## src/rtl/seg7_scan_driver.sv

```systemverilog
// Time-multiplexed common-anode 7-segment scanner with hex decode, leading-zero blanking,
// a per-frame input snapshot and a dark guard interval at the start of every digit slot.
module seg7_scan_driver #(
    parameter int NUM_DIGITS = 8,
    parameter int SCAN_DIV   = 100000,
    parameter int GUARD      = 16
) (
    input  logic                    clk,
    input  logic                    rst,
    input  logic [4*NUM_DIGITS-1:0] i_data,
    input  logic [NUM_DIGITS-1:0]   i_dp,
    input  logic [NUM_DIGITS-1:0]   i_digit_en,
    input  logic                    i_blank_lz,
    output logic [7:0]              o_seg,
    output logic [NUM_DIGITS-1:0]   o_an,
    output logic                    o_frame
);

    localparam int CW = $clog2(SCAN_DIV);
    localparam int IW = (NUM_DIGITS > 1) ? $clog2(NUM_DIGITS) : 1;
    localparam logic [CW-1:0] CNT_LAST = CW'(SCAN_DIV - 1);
    localparam logic [IW-1:0] IDX_LAST = IW'(NUM_DIGITS - 1);

    logic [CW-1:0]           cnt_q, cnt_d;
    logic [IW-1:0]           idx_q, idx_d;
    logic                    load_pend_q, load_pend_d;
    logic [4*NUM_DIGITS-1:0] snap_data_q, snap_data_d;
    logic [NUM_DIGITS-1:0]   snap_dp_q, snap_dp_d;
    logic [NUM_DIGITS-1:0]   snap_en_q, snap_en_d;
    logic                    snap_lz_q, snap_lz_d;
    logic [7:0]              seg_q, seg_d;
    logic [NUM_DIGITS-1:0]   an_q, an_d;
    logic                    frame_q, frame_d;

    logic                    wrap;
    logic                    capture;
    logic                    past_guard;
    logic                    zero_run;
    logic [NUM_DIGITS-1:0]   lz_blank;

    function automatic logic [7:0] hex_to_seg(input logic [3:0] nib);
        logic [7:0] pat;
        case (nib)
            4'h0: pat = 8'hC0;
            4'h1: pat = 8'hF9;
            4'h2: pat = 8'hA4;
            4'h3: pat = 8'hB0;
            4'h4: pat = 8'h99;
            4'h5: pat = 8'h92;
            4'h6: pat = 8'h82;
            4'h7: pat = 8'hF8;
            4'h8: pat = 8'h80;
            4'h9: pat = 8'h90;
            4'hA: pat = 8'h88;
            4'hB: pat = 8'h83;
            4'hC: pat = 8'hC6;
            4'hD: pat = 8'hA1;
            4'hE: pat = 8'h86;
            default: pat = 8'h8E;
        endcase
        return pat;
    endfunction

    generate
        if (GUARD == 0) begin : g_no_guard
            assign past_guard = 1'b1;
        end else begin : g_guard
            assign past_guard = (cnt_q >= CW'(GUARD));
        end
    endgenerate

    always_comb begin
        wrap        = (cnt_q == CNT_LAST);
        cnt_d       = wrap ? '0 : cnt_q + 1'b1;
        idx_d       = idx_q;
        if (wrap) begin
            idx_d = (idx_q == IDX_LAST) ? '0 : idx_q + 1'b1;
        end

        // Snapshot only at frame boundaries so one frame never mixes old and new values.
        capture     = load_pend_q || (wrap && (idx_q == IDX_LAST));
        load_pend_d = 1'b0;
        frame_d     = capture;
        snap_data_d = snap_data_q;
        snap_dp_d   = snap_dp_q;
        snap_en_d   = snap_en_q;
        snap_lz_d   = snap_lz_q;
        if (capture) begin
            snap_data_d = i_data;
            snap_dp_d   = i_dp;
            snap_en_d   = i_digit_en;
            snap_lz_d   = i_blank_lz;
        end

        // Disabled digits still take part in the zero run; enable only gates lighting.
        zero_run = 1'b1;
        lz_blank = '0;
        for (int k = NUM_DIGITS - 1; k >= 0; k--) begin
            zero_run    = zero_run && (snap_data_q[4*k +: 4] == 4'h0);
            lz_blank[k] = snap_lz_q && (k != 0) && zero_run;
        end

        seg_d = 8'hFF;
        an_d  = '1;
        for (int k = 0; k < NUM_DIGITS; k++) begin
            if ((idx_q == IW'(k)) && past_guard && snap_en_q[k] && !lz_blank[k]) begin
                an_d[k] = 1'b0;
                seg_d   = hex_to_seg(snap_data_q[4*k +: 4]);
                if (snap_dp_q[k]) begin
                    seg_d[7] = 1'b0;
                end
            end
        end
    end

    always_ff @(posedge clk or posedge rst) begin
        if (rst) begin
            cnt_q       <= '0;
            idx_q       <= '0;
            load_pend_q <= 1'b1;
            snap_data_q <= '0;
            snap_dp_q   <= '0;
            snap_en_q   <= '0;
            snap_lz_q   <= 1'b0;
            seg_q       <= 8'hFF;
            an_q        <= '1;
            frame_q     <= 1'b0;
        end else begin
            cnt_q       <= cnt_d;
            idx_q       <= idx_d;
            load_pend_q <= load_pend_d;
            snap_data_q <= snap_data_d;
            snap_dp_q   <= snap_dp_d;
            snap_en_q   <= snap_en_d;
            snap_lz_q   <= snap_lz_d;
            seg_q       <= seg_d;
            an_q        <= an_d;
            frame_q     <= frame_d;
        end
    end

    assign o_seg   = seg_q;
    assign o_an    = an_q;
    assign o_frame = frame_q;

endmodule

```

## config.mk

```make
export PLATFORM = sky130hd
export DESIGN_NAME = seg7_scan_driver
export DESIGN_NICKNAME = d
export VERILOG_FILES = /design/src/rtl/seg7_scan_driver.sv
export SDC_FILE = /design/constraint.sdc
export NUM_CORES = 1
export LEC_CHECK = 0
export ABC_AREA = 1
export CORE_ASPECT_RATIO = 2
export CORE_MARGIN = 2
export CORE_UTILIZATION = 34
export DETAILED_ROUTE_END_ITERATION = 12
export GPL_TIMING_DRIVEN = 1
export SLEW_MARGIN = 15
export SYNTH_ARGS = -nofsm -noshare
export SYNTH_HDL_FRONTEND = slang
export SYNTH_SLANG_ARGS = --single-unit
```

## constraint.sdc

```tcl
create_clock -name clk -period 8.55 [get_ports clk]
set_input_delay 2.565 -clock clk [delete_from_list [all_inputs] [get_ports clk]]
set_output_delay 2.565 -clock clk [all_outputs]
set_load 0.02 [all_outputs]
```

-- After elaboration in Yosys (flattened, before gate mapping)
Memories as Yosys holds them, arrays and structs flattened.
Cells that the tools add are included.
- register bits: 87
- bits in read-only memories: 896
- output and inout port bits: 17
- memories: 8
- add/subtract/negate cells: 2
- order comparisons: 1
- eq/ne operators: 8
- multiplexer cells: 26
- reductions and logical operators: 53
- memory list (memory ; depth ; bits a word ; rd ports ; clocked after memory_dff ; write ports ; RTL line ; source):
    (no name shown) ; 16 ; 7 ; 1 ; 0 ; 0 ; 43 ; case (nib)
    (no name shown) ; 16 ; 7 ; 1 ; 0 ; 0 ; 43 ;
    (no name shown) ; 16 ; 7 ; 1 ; 0 ; 0 ; 43 ;
    (no name shown) ; 16 ; 7 ; 1 ; 0 ; 0 ; 43 ;
    (no name shown) ; 16 ; 7 ; 1 ; 0 ; 0 ; 43 ;
    (no name shown) ; 16 ; 7 ; 1 ; 0 ; 0 ; 43 ;
    +2 memories ; n/a ; n/a ; n/a ; n/a ; n/a ; n/a ;
- operator list (cell ; count):
    2-to-1 mux 8 bit ; 8
    logical AND 1 bit ; 37
    zero test 4 bit ; 7
    adder 17 x 1 -> 17 bit, second input constant ; 1
    == test 17 bit, second input constant ; 1
    greater-or-equal comparator 17 x 5 -> 1 bit, second input constant ; 1
    2-to-1 mux 17 bit ; 1
    2-to-1 mux 1 bit ; 16
    == test 3 bit, second input constant ; 4
    zero test 1 bit ; 7
    == test 3 x 2 -> 1 bit, second input constant ; 2
    adder 3 x 1 -> 3 bit, second input constant ; 1
    == test 3 x 1 -> 1 bit, second input constant ; 1
    zero test 3 bit ; 1
    2-to-1 mux 3 bit ; 1
    logical OR 1 bit ; 1

-- Longest topological paths before layout
Gate-level depths: netlist of run 1.
- word-level depth: 17
- gate-level depth with buffers: 18
- mapped depth without buffers: 18

-- Worst setup path before layout of run 1
No wires, ideal clock.
- path kind: register to output
- start: register an_q[0], in the netlist o_an[0]
- end: output o_an[0]
- data arrival time: 0.554 ns
- setup slack: 5.431 ns
- cell stages (with the launch flop): 1
- buffers on the path: 0
- cell sequence: dfstp_2
- RTL lines (what ; RTL line ; source):
    start, declared ; 32 ; logic [NUM_DIGITS-1:0] an_q, an_d;
    start signal, assigned ; 137 ; an_q <= an_d;
    end, declared ; 15 ; output logic [NUM_DIGITS-1:0] o_an,
No word-level cell between the ends.

-- Worst setup path after layout of run 1
- start: register seg_q[0], in the netlist o_seg[0]
- end: output o_seg[0]
- RTL lines (what ; RTL line ; source):
    start, declared ; 31 ; logic [7:0] seg_q, seg_d;
    start signal, assigned ; 136 ; seg_q <= seg_d;
    end, declared ; 14 ; output logic [7:0] o_seg,
No word-level cell between the ends.

==> impl_metrics.env, run 1 <==
export IMPL_status="finished clean"
export IMPL_rsz0062_at_grt="false"
export IMPL_final_antenna_net_count=0
export IMPL_cpLargestDelayFamily="buffers and inverters"
export IMPL_drive_gt1_share_pct=7.198
export IMPL_synth_top_cell_area_share_pct=28.62
export IMPL_max_clock_freq_mhz=247.2
export IMPL_worstSkewPairLatency_ns=0.36
export IMPL_number_of_global_route_vias_before_repair=5449
export IMPL_dieWidth_um=98.87
export IMPL_power_frac_comb_pct=20.6
export IMPL_cp_buffers_inverters=1
export IMPL_proportion_of_power_drawn_by_flip_flops_and_latches_pct=44.1
export IMPL_drcViolationCount=0
export IMPL_static_leakage_power_nw=3.444
export IMPL_routed_via_count=5460
export IMPL_antenna_cells_inserted=0
export IMPL_synth_cells=840
export IMPL_p_int_w=0.0007264
export IMPL_holdCritPathClass="reg2reg"
export IMPL_ys_seq_elements=87
export IMPL_timing_critical_path_to="o_seg[0]"
export IMPL_place_gp_congestion=0.8712
export IMPL_holdWs_ns=0.5057
export IMPL_dr_pass1_iters=5
export IMPL_required_time_at_the_worst_slack_endpoint_ns=5.99
export IMPL_synthTopCellsByCount="212 x sky130_fd_sc_hd__nand2_1, 141 x sky130_fd_sc_hd__inv_1, 84 x sky130_fd_sc_hd__o21ai_0"
export IMPL_placed_cells=1100
export IMPL_finalHoldViolations=0
export IMPL_cp_slowest_stage_delay_ns=0.62
export IMPL_critical_path_endpoint_type="primary output"
export IMPL_kind_of_launch_point_of_the_worst_setup_path="register"
export IMPL_num_rows=69
export IMPL_cts_tree="done"
export IMPL_grt_util_overall_pct=16.80
export IMPL_drv_slew=0
export IMPL_cp_max_fo=1
export IMPL_cts_setup_buffers=0
export IMPL_asr_flop_ratio_synth_pct=100.0
export IMPL_numCtsBuffers=9
export IMPL_critical_path_reg2reg_startpoint="cnt_q[11]"
export IMPL_clk_path_buf_depth=2
export IMPL_cts_root_buffer_cell="sky130_fd_sc_hd__clkbuf_16"
export IMPL_postCtsHoldBufs=0
export IMPL_drtIter0Drc=266
export IMPL_wirelength_um=15410
export IMPL_timing_setup_tns_ns=0
export IMPL_postLayoutCoreUtil_pct=40.69
export IMPL_synth_lib_cells_used_distinct=47
export IMPL_skew_final_ns=0.01419
export IMPL_synthTopCellsByArea="sky130_fd_sc_hd__dfrtp_1 29%, sky130_fd_sc_hd__nand2_1 13%, sky130_fd_sc_hd__ha_1 10%"
export IMPL_switching_power_w=0.0003336
export IMPL_final_cells=1116
export IMPL_drv_max_cap_violation_count=0
export IMPL_first_pass_grt_wire_length_um=25770
export IMPL_gr_total_overflow=0
export IMPL_clk_pin_slew_worst_paths_ns=0.06
export IMPL_wire_per_inst_um=13.81
export IMPL_core_um2=17700
export IMPL_yosys_warnings=0
export IMPL_worst_slew_margin_rel_pct=34.59
export IMPL_antenna_found_initial=0
export IMPL_dpl_hpwl_um=11890
export IMPL_fin_crit_sh_pct=47.32
export IMPL_via_per_inst=4.892
export IMPL_clock_group_share_of_total_power_pct=35.3
export IMPL_critical_path_arrival_ns=1.48
export IMPL_p_per_area_nw_per_um2=147.2
export IMPL_synth_main_ff_cell="sky130_fd_sc_hd__dfrtp_1"
export IMPL_worstPathCellList="clkdlybuf4s50_1"
export IMPL_floorplan_initialDensity_pct=34.58
export IMPL_multi_input_area_um2=3228
export IMPL_synth_edff_count=0
export IMPL_timing_final_crit_period_ns=4.046
export IMPL_port_buffer_count=67
export IMPL_synthesis_area_per_instance_um2=7.285
export IMPL_ioPinCount=68
export IMPL_layout_area_overhead_vs_synth_pct=17.69
export IMPL_peakVddDrop_mv=0.06597
export IMPL_synth_top_cell_by_area="sky130_fd_sc_hd__dfrtp_1"
export IMPL_layout_nets=999
export IMPL_die_extent_in_y_um=193.7
export IMPL_reg2reg_to="snap_data_q[13]"
export IMPL_largest_net_degree_at_the_start_of_global_routing=67
export IMPL_fill_cells=1852
export IMPL_sequential_element_share_of_the_synthesized_area_pct=35.92
export IMPL_setup_viol=0
export IMPL_post_cts_resized=0
export IMPL_critical_path_slowest_cell="sky130_fd_sc_hd__clkdlybuf4s50_1"
export IMPL_seq_area_um2=2198
export IMPL_criticalPathCategory="reg2out"
export IMPL_critical_path_cell_count=1
export IMPL_timing_reg2reg_worst_path_depth=10
export IMPL_synth_net_count=941
export IMPL_synthesis_area_um2=6120
export IMPL_die_area_um2=19150
export IMPL_actual_slew_at_the_worst_max_slew_pin_ns=0.9786
export IMPL_ff_to_ff_setup_slack_ns=5.36
export IMPL_tritoncts_sinks=87
export IMPL_yosysMostFrequentCell="sky130_fd_sc_hd__nand2_1"
export IMPL_post_layout_total_power_w=0.001060
export IMPL_worstSetupStartpoint="o_seg[0]"
export IMPL_power_share_switching_pct=31.47
export IMPL_htree_num_levels=3
[power by group through the flow]
| stage | Combinational (W) | Clock, W | Sequential (W) |
|---|---|---|---|
| finish | 0.000218 | 0.000374 | 0.000468 |
| global route | 0.000247 | 0.000400 | 0.000472 |
| CTS | 0.000220 | 0.000386 | 0.000468 |
| detailed placement | 0.000219 | 0 | 0.000475 |
| global placement | 0.000218 | 0 | 0.000474 |
| floorplan | 0.000143 | 0 | 0.000471 |
[cells by family after synthesis]
family | Yosys count | share of synthesized area (%)
and+or+nand+nor | 358 | 25.37
AOI/OAI and AO/OA | 174 | 16.81
buffers and inverters | 168 | 11.33
DFF | 87 | 35.92
adders and majority gates | 50 | 10.22
xor gates and xnor gates | 2 | 0.2863
other | 1 | 0.06128
[cells in the final DEF, fill, tap and decap left out, types with 2 or more instances in the layout]
cell / netlist / layout
sky130_fd_sc_hd__o21ai_2: 9 / 9
sky130_fd_sc_hd__nor2_1: 59 / 59
sky130_fd_sc_hd__or2_2: 3 / 3
sky130_fd_sc_hd__xor2_1: 2 / 2
sky130_fd_sc_hd__nand3_2: 2 / 2
sky130_fd_sc_hd__a211oi_1: 2 / 2
sky130_fd_sc_hd__o2111ai_1: 3 / 3
sky130_fd_sc_hd__dfrtp_1: 70 / 70
sky130_fd_sc_hd__buf_4: 5 / 2
sky130_fd_sc_hd__o31ai_1: 2 / 2
sky130_fd_sc_hd__a21oi_1: 38 / 38
sky130_fd_sc_hd__nand4_1: 3 / 3
sky130_fd_sc_hd__dfstp_2: 17 / 17
sky130_fd_sc_hd__inv_1: 141 / 140
sky130_fd_sc_hd__o211ai_1: 3 / 3
sky130_fd_sc_hd__clkdlybuf4s50_1: 0 / 67
sky130_fd_sc_hd__a31oi_1: 3 / 3
sky130_fd_sc_hd__nor2_2: 2 / 2
sky130_fd_sc_hd__nand3_1: 53 / 53
sky130_fd_sc_hd__clkinv_2: 0 / 3
sky130_fd_sc_hd__ha_1: 50 / 50
sky130_fd_sc_hd__o221ai_1: 7 / 7
sky130_fd_sc_hd__o21ai_0: 84 / 84
sky130_fd_sc_hd__nor3_1: 11 / 11
sky130_fd_sc_hd__o22ai_1: 14 / 14
sky130_fd_sc_hd__inv_2: 5 / 5
sky130_fd_sc_hd__nand2_1: 212 / 212
sky130_fd_sc_hd__o211a_1: 2 / 2
sky130_fd_sc_hd__nor4_4: 2 / 2
sky130_fd_sc_hd__nor2_4: 2 / 2
sky130_fd_sc_hd__clkinvlp_4: 0 / 2
sky130_fd_sc_hd__clkbuf_16: 0 / 9
sky130_fd_sc_hd__nor4_1: 3 / 3
[registers in the layout, summed over array words and instances, names as in the netlist]
name / count
cnt_q: 17
idx_q: 3
load_pend_q: 1
o_an: 8
o_frame: 1
o_seg: 8
snap_data_q: 32
snap_dp_q: 8
snap_en_q: 8
snap_lz_q: 1
[per-layer routing]
| metal | routed length (µm) | share of wire (%) | global-route usage, % | up-vias |
|---|---|---|---|---|
| met2 | 8276 | 54 | 31.16 | 115 |
| li1 | - | - | - | 2818 |
| met1 | 5840 | 38 | 17.25 | 2478 |
| met3 | 438 | 2.8 | 1.839 | 49 |
| met4 | 854 | 5.5 | 10.96 | 0 |
| met5 | 0 | 0 | 0 | - |
[how the worst min path moves through the flow]
stage	start	end	slack, ns	cells after the start
2_1_floorplan	snap_dp_q[7]	o_seg[7]	0.44	3
3_3_place_gp	cnt_q[2]	cnt_q[2]	0.49	1
3_5_place_dp	cnt_q[2]	cnt_q[2]	0.49	1
4_1_cts	cnt_q[2]	cnt_q[2]	0.51	1
5_1_grt	cnt_q[2]	cnt_q[2]	0.52	1
6_report	cnt_q[2]	cnt_q[2]	0.51	1
[area by class of cell]
cell class,instances,share of cell area [%]
inverters,146,7.627
flip-flops and latches,87,30.52
clock buffers,10,3.179
well taps,213,3.700
repair buffers,69,9.521
multi-input cells,585,44.82
clock inverters,6,0.6254
[per-stage QoR]
step / worst slack (ns) / area [µm²]
floorplan: 3.763 / 6120
global placement: 4.407 / 6928
detailed placement: 4.386 / 6928
CTS: 4.491 / 7202
global route: 4.479 / 7202
finish: 4.504 / 7202
Note: power is estimated with default switching activity, not from simulation.
==> run 2, diff against run 1 <==
- clock period: 8.55 -> 3.7 ns (I/O delays scaled with it)
==> run 2 against run 1 <==
Against the previous run: clock power rose to 2.6 times the previous value; total power is 140% higher; worst hold slack got worse by 0.019 ns; critical path depth did not move; global-route usage about the same; flip-flop and latch count unchanged; sequential share of layout area shrank 0.29 points; sequential power is 130% higher; die area is the same; clock-buffer cell count unchanged; clock skew fell by 0.0066 ns; via count up 1.1%; critical endpoint is now o_an[3]; highest routed layer unchanged.
==> impl_metrics.env, run 2 (same netlist as run 1, synthesis figures left out) <==
export IMPL_dp_slack_ns=1.190
export IMPL_cp_buffers_inverters=1
export IMPL_antenna_cells_inserted=0
export IMPL_status="finished clean"
export IMPL_die_extent_in_y_um=193.7
export IMPL_first_pass_grt_wire_length_um=25790
export IMPL_p_per_area_nw_per_um2=350.5
export IMPL_wirelength_um=15480
export IMPL_timing_reg2reg_worst_path_depth=17
export IMPL_number_of_flip_flops_in_the_largest_register=32
export IMPL_postLayoutCoreUtil_pct=41.08
export IMPL_layout_area_overhead_vs_synth_pct=18.81
export IMPL_holdWs_ns=0.4869
export IMPL_required_time_at_the_worst_slack_endpoint_ns=2.59
export IMPL_ff_to_ff_setup_slack_ns=1.17
export IMPL_peakVddDrop_mv=0.1889
export IMPL_timing_setup_tns_ns=0
export IMPL_number_of_global_route_vias_before_repair=5607
export IMPL_worst_slew_margin_rel_pct=63.50
export IMPL_clk_pin_slew_worst_paths_ns=0.07
export IMPL_critical_path_slowest_cell="sky130_fd_sc_hd__clkdlybuf4s50_1"
export IMPL_actual_slew_at_the_worst_max_slew_pin_ns=0.5424
export IMPL_drtIter0Drc=177
export IMPL_finalHoldViolations=0
export IMPL_floorplan_initialDensity_pct=34.58
export IMPL_largest_net_degree_at_the_start_of_global_routing=55
export IMPL_cts_root_buffer_cell="sky130_fd_sc_hd__clkbuf_16"
export IMPL_finish_instance_area_um2=7271
export IMPL_grt_util_overall_pct=16.77
export IMPL_fin_ws_ns=1.074
export IMPL_critical_path_cell_count=1
export IMPL_criticalPathCategory="reg2out"
export IMPL_port_buffer_count=67
export IMPL_antenna_found_initial=0
export IMPL_max_clock_freq_mhz=380.8
export IMPL_post_dp_cell_area_um2=6963
export IMPL_worstSkewPairLatency_ns=0.35
export IMPL_dr_pass1_iters=5
export IMPL_num_rows=69
export IMPL_critical_path_arrival_ns=1.52
export IMPL_most_common_layout_cells="212 x sky130_fd_sc_hd__nand2_1, 140 x sky130_fd_sc_hd__inv_1, 84 x sky130_fd_sc_hd__o21ai_0"
export IMPL_via_per_inst=4.933
export IMPL_htree_num_levels=3
export IMPL_drcViolationCount=0
export IMPL_fin_crit_sh_pct=70.98
export IMPL_holdPathStages=3
export IMPL_holdCritPathClass="reg2reg"
export IMPL_cts_tree="done"
export IMPL_die_area_um2=19150
export IMPL_post_cts_resized=0
export IMPL_cp_slowest_stage_delay_ns=0.60
export IMPL_gr_total_overflow=0
export IMPL_cp_max_fo=1
export IMPL_leading_cell_type_in_the_layout_fill_and_taps_excluded="sky130_fd_sc_hd__nand2_1"
export IMPL_reg_top3="snap_data_q x32, cnt_q x17"
export IMPL_numCtsBuffers=9
export IMPL_ioPinCount=68
export IMPL_setup_viol=0
export IMPL_rsz0062_at_grt="false"
export IMPL_drv_slew=0
export IMPL_drv_max_cap_violation_count=0
export IMPL_place_gp_congestion=0.8252
export IMPL_timing_final_crit_period_ns=2.626
export IMPL_skew_final_ns=0.007544
export IMPL_dieWidth_um=98.87
export IMPL_drive_gt1_share_pct=7.616
export IMPL_final_antenna_net_count=0
export IMPL_worstPathCellList="clkdlybuf4s50_1"
export IMPL_routed_via_count=5520
export IMPL_clk_path_buf_depth=2
export IMPL_kind_of_launch_point_of_the_worst_setup_path="register"
export IMPL_critical_path_endpoint_type="primary output"
export IMPL_wire_per_inst_um=13.83
export IMPL_tritoncts_sinks=87
export IMPL_dpl_hpwl_um=12220
export IMPL_static_leakage_power_nw=3.487
export IMPL_core_um2=17700
export IMPL_layout_nets=1002
export IMPL_cts_setup_buffers=0
export IMPL_max_flop_register="snap_data_q"
export IMPL_postCtsHoldBufs=0
export IMPL_cpLargestDelayFamily="buffers and inverters"
==> run 2: cell types whose count changed in the layout (fill, tap and decap cells not counted), sizes merged <==
cell,previous run,this run
clkinvlp,2,0
clkinv,4,5
buf,2,5
bufinv,0,1
==> run 2: final timing paths <==
path,startpoint,endpoint
setup / recovery,o_an[3],o_an[3]
hold / removal,snap_dp_q[7],o_seg[7]
setup reg to reg,snap_data_q[20],o_seg[2]
hold reg to reg,snap_dp_q[7],o_seg[7]
max in group asynchronous,rst,o_seg[3]
min in group asynchronous,rst,snap_data_q[31]
==> run 2: through the flow <==
step / cells / total power, W
2_1_floorplan: 840 / 0.001419
3_3_place_gp: 1103 / 0.001610
3_5_place_dp: 1103 / 0.001611
4_1_cts: 1119 / 0.002585
5_1_grt: 1119 / 0.002688
6_report: 1119 / 0.002549
==> run 2: final cells by class <==
cell class / instances / area, µm²
clock buffers: 10 / 239.0
fillers: 1845 / 10430
repair buffers: 72 / 720.7
inverters: 146 / 549.3
well taps: 213 / 266.5
multi-input cells: 585 / 3228
flip-flops and latches: 87 / 2198
clock inverters: 6 / 68.82
==> run 2: power by group <==
| part | switching (W) | internal [W] | total, W | leakage (nW) |
|---|---|---|---|---|
| Combinational | 0.000303 | 0.000204 | 0.000507 | 2.28 |
| Sequential | 0.0000633 | 0.00102 | 0.00108 | 1.05 |
| Clock | 0.000412 | 0.000547 | 0.000958 | 0.154 |
| Total | 0.000778 | 0.00177 | 0.00255 | 3.49 |
==> run 2: metal layers <==
layer | part of all wire (%) | wire length (µm) | GRT usage (%)
met3 | 2.6 | 405 | 2.487
met1 | 37 | 5751 | 17.13
met2 | 56 | 8728 | 31.93
met5 | 0 | 0 | 0
met4 | 3.8 | 595 | 8.574
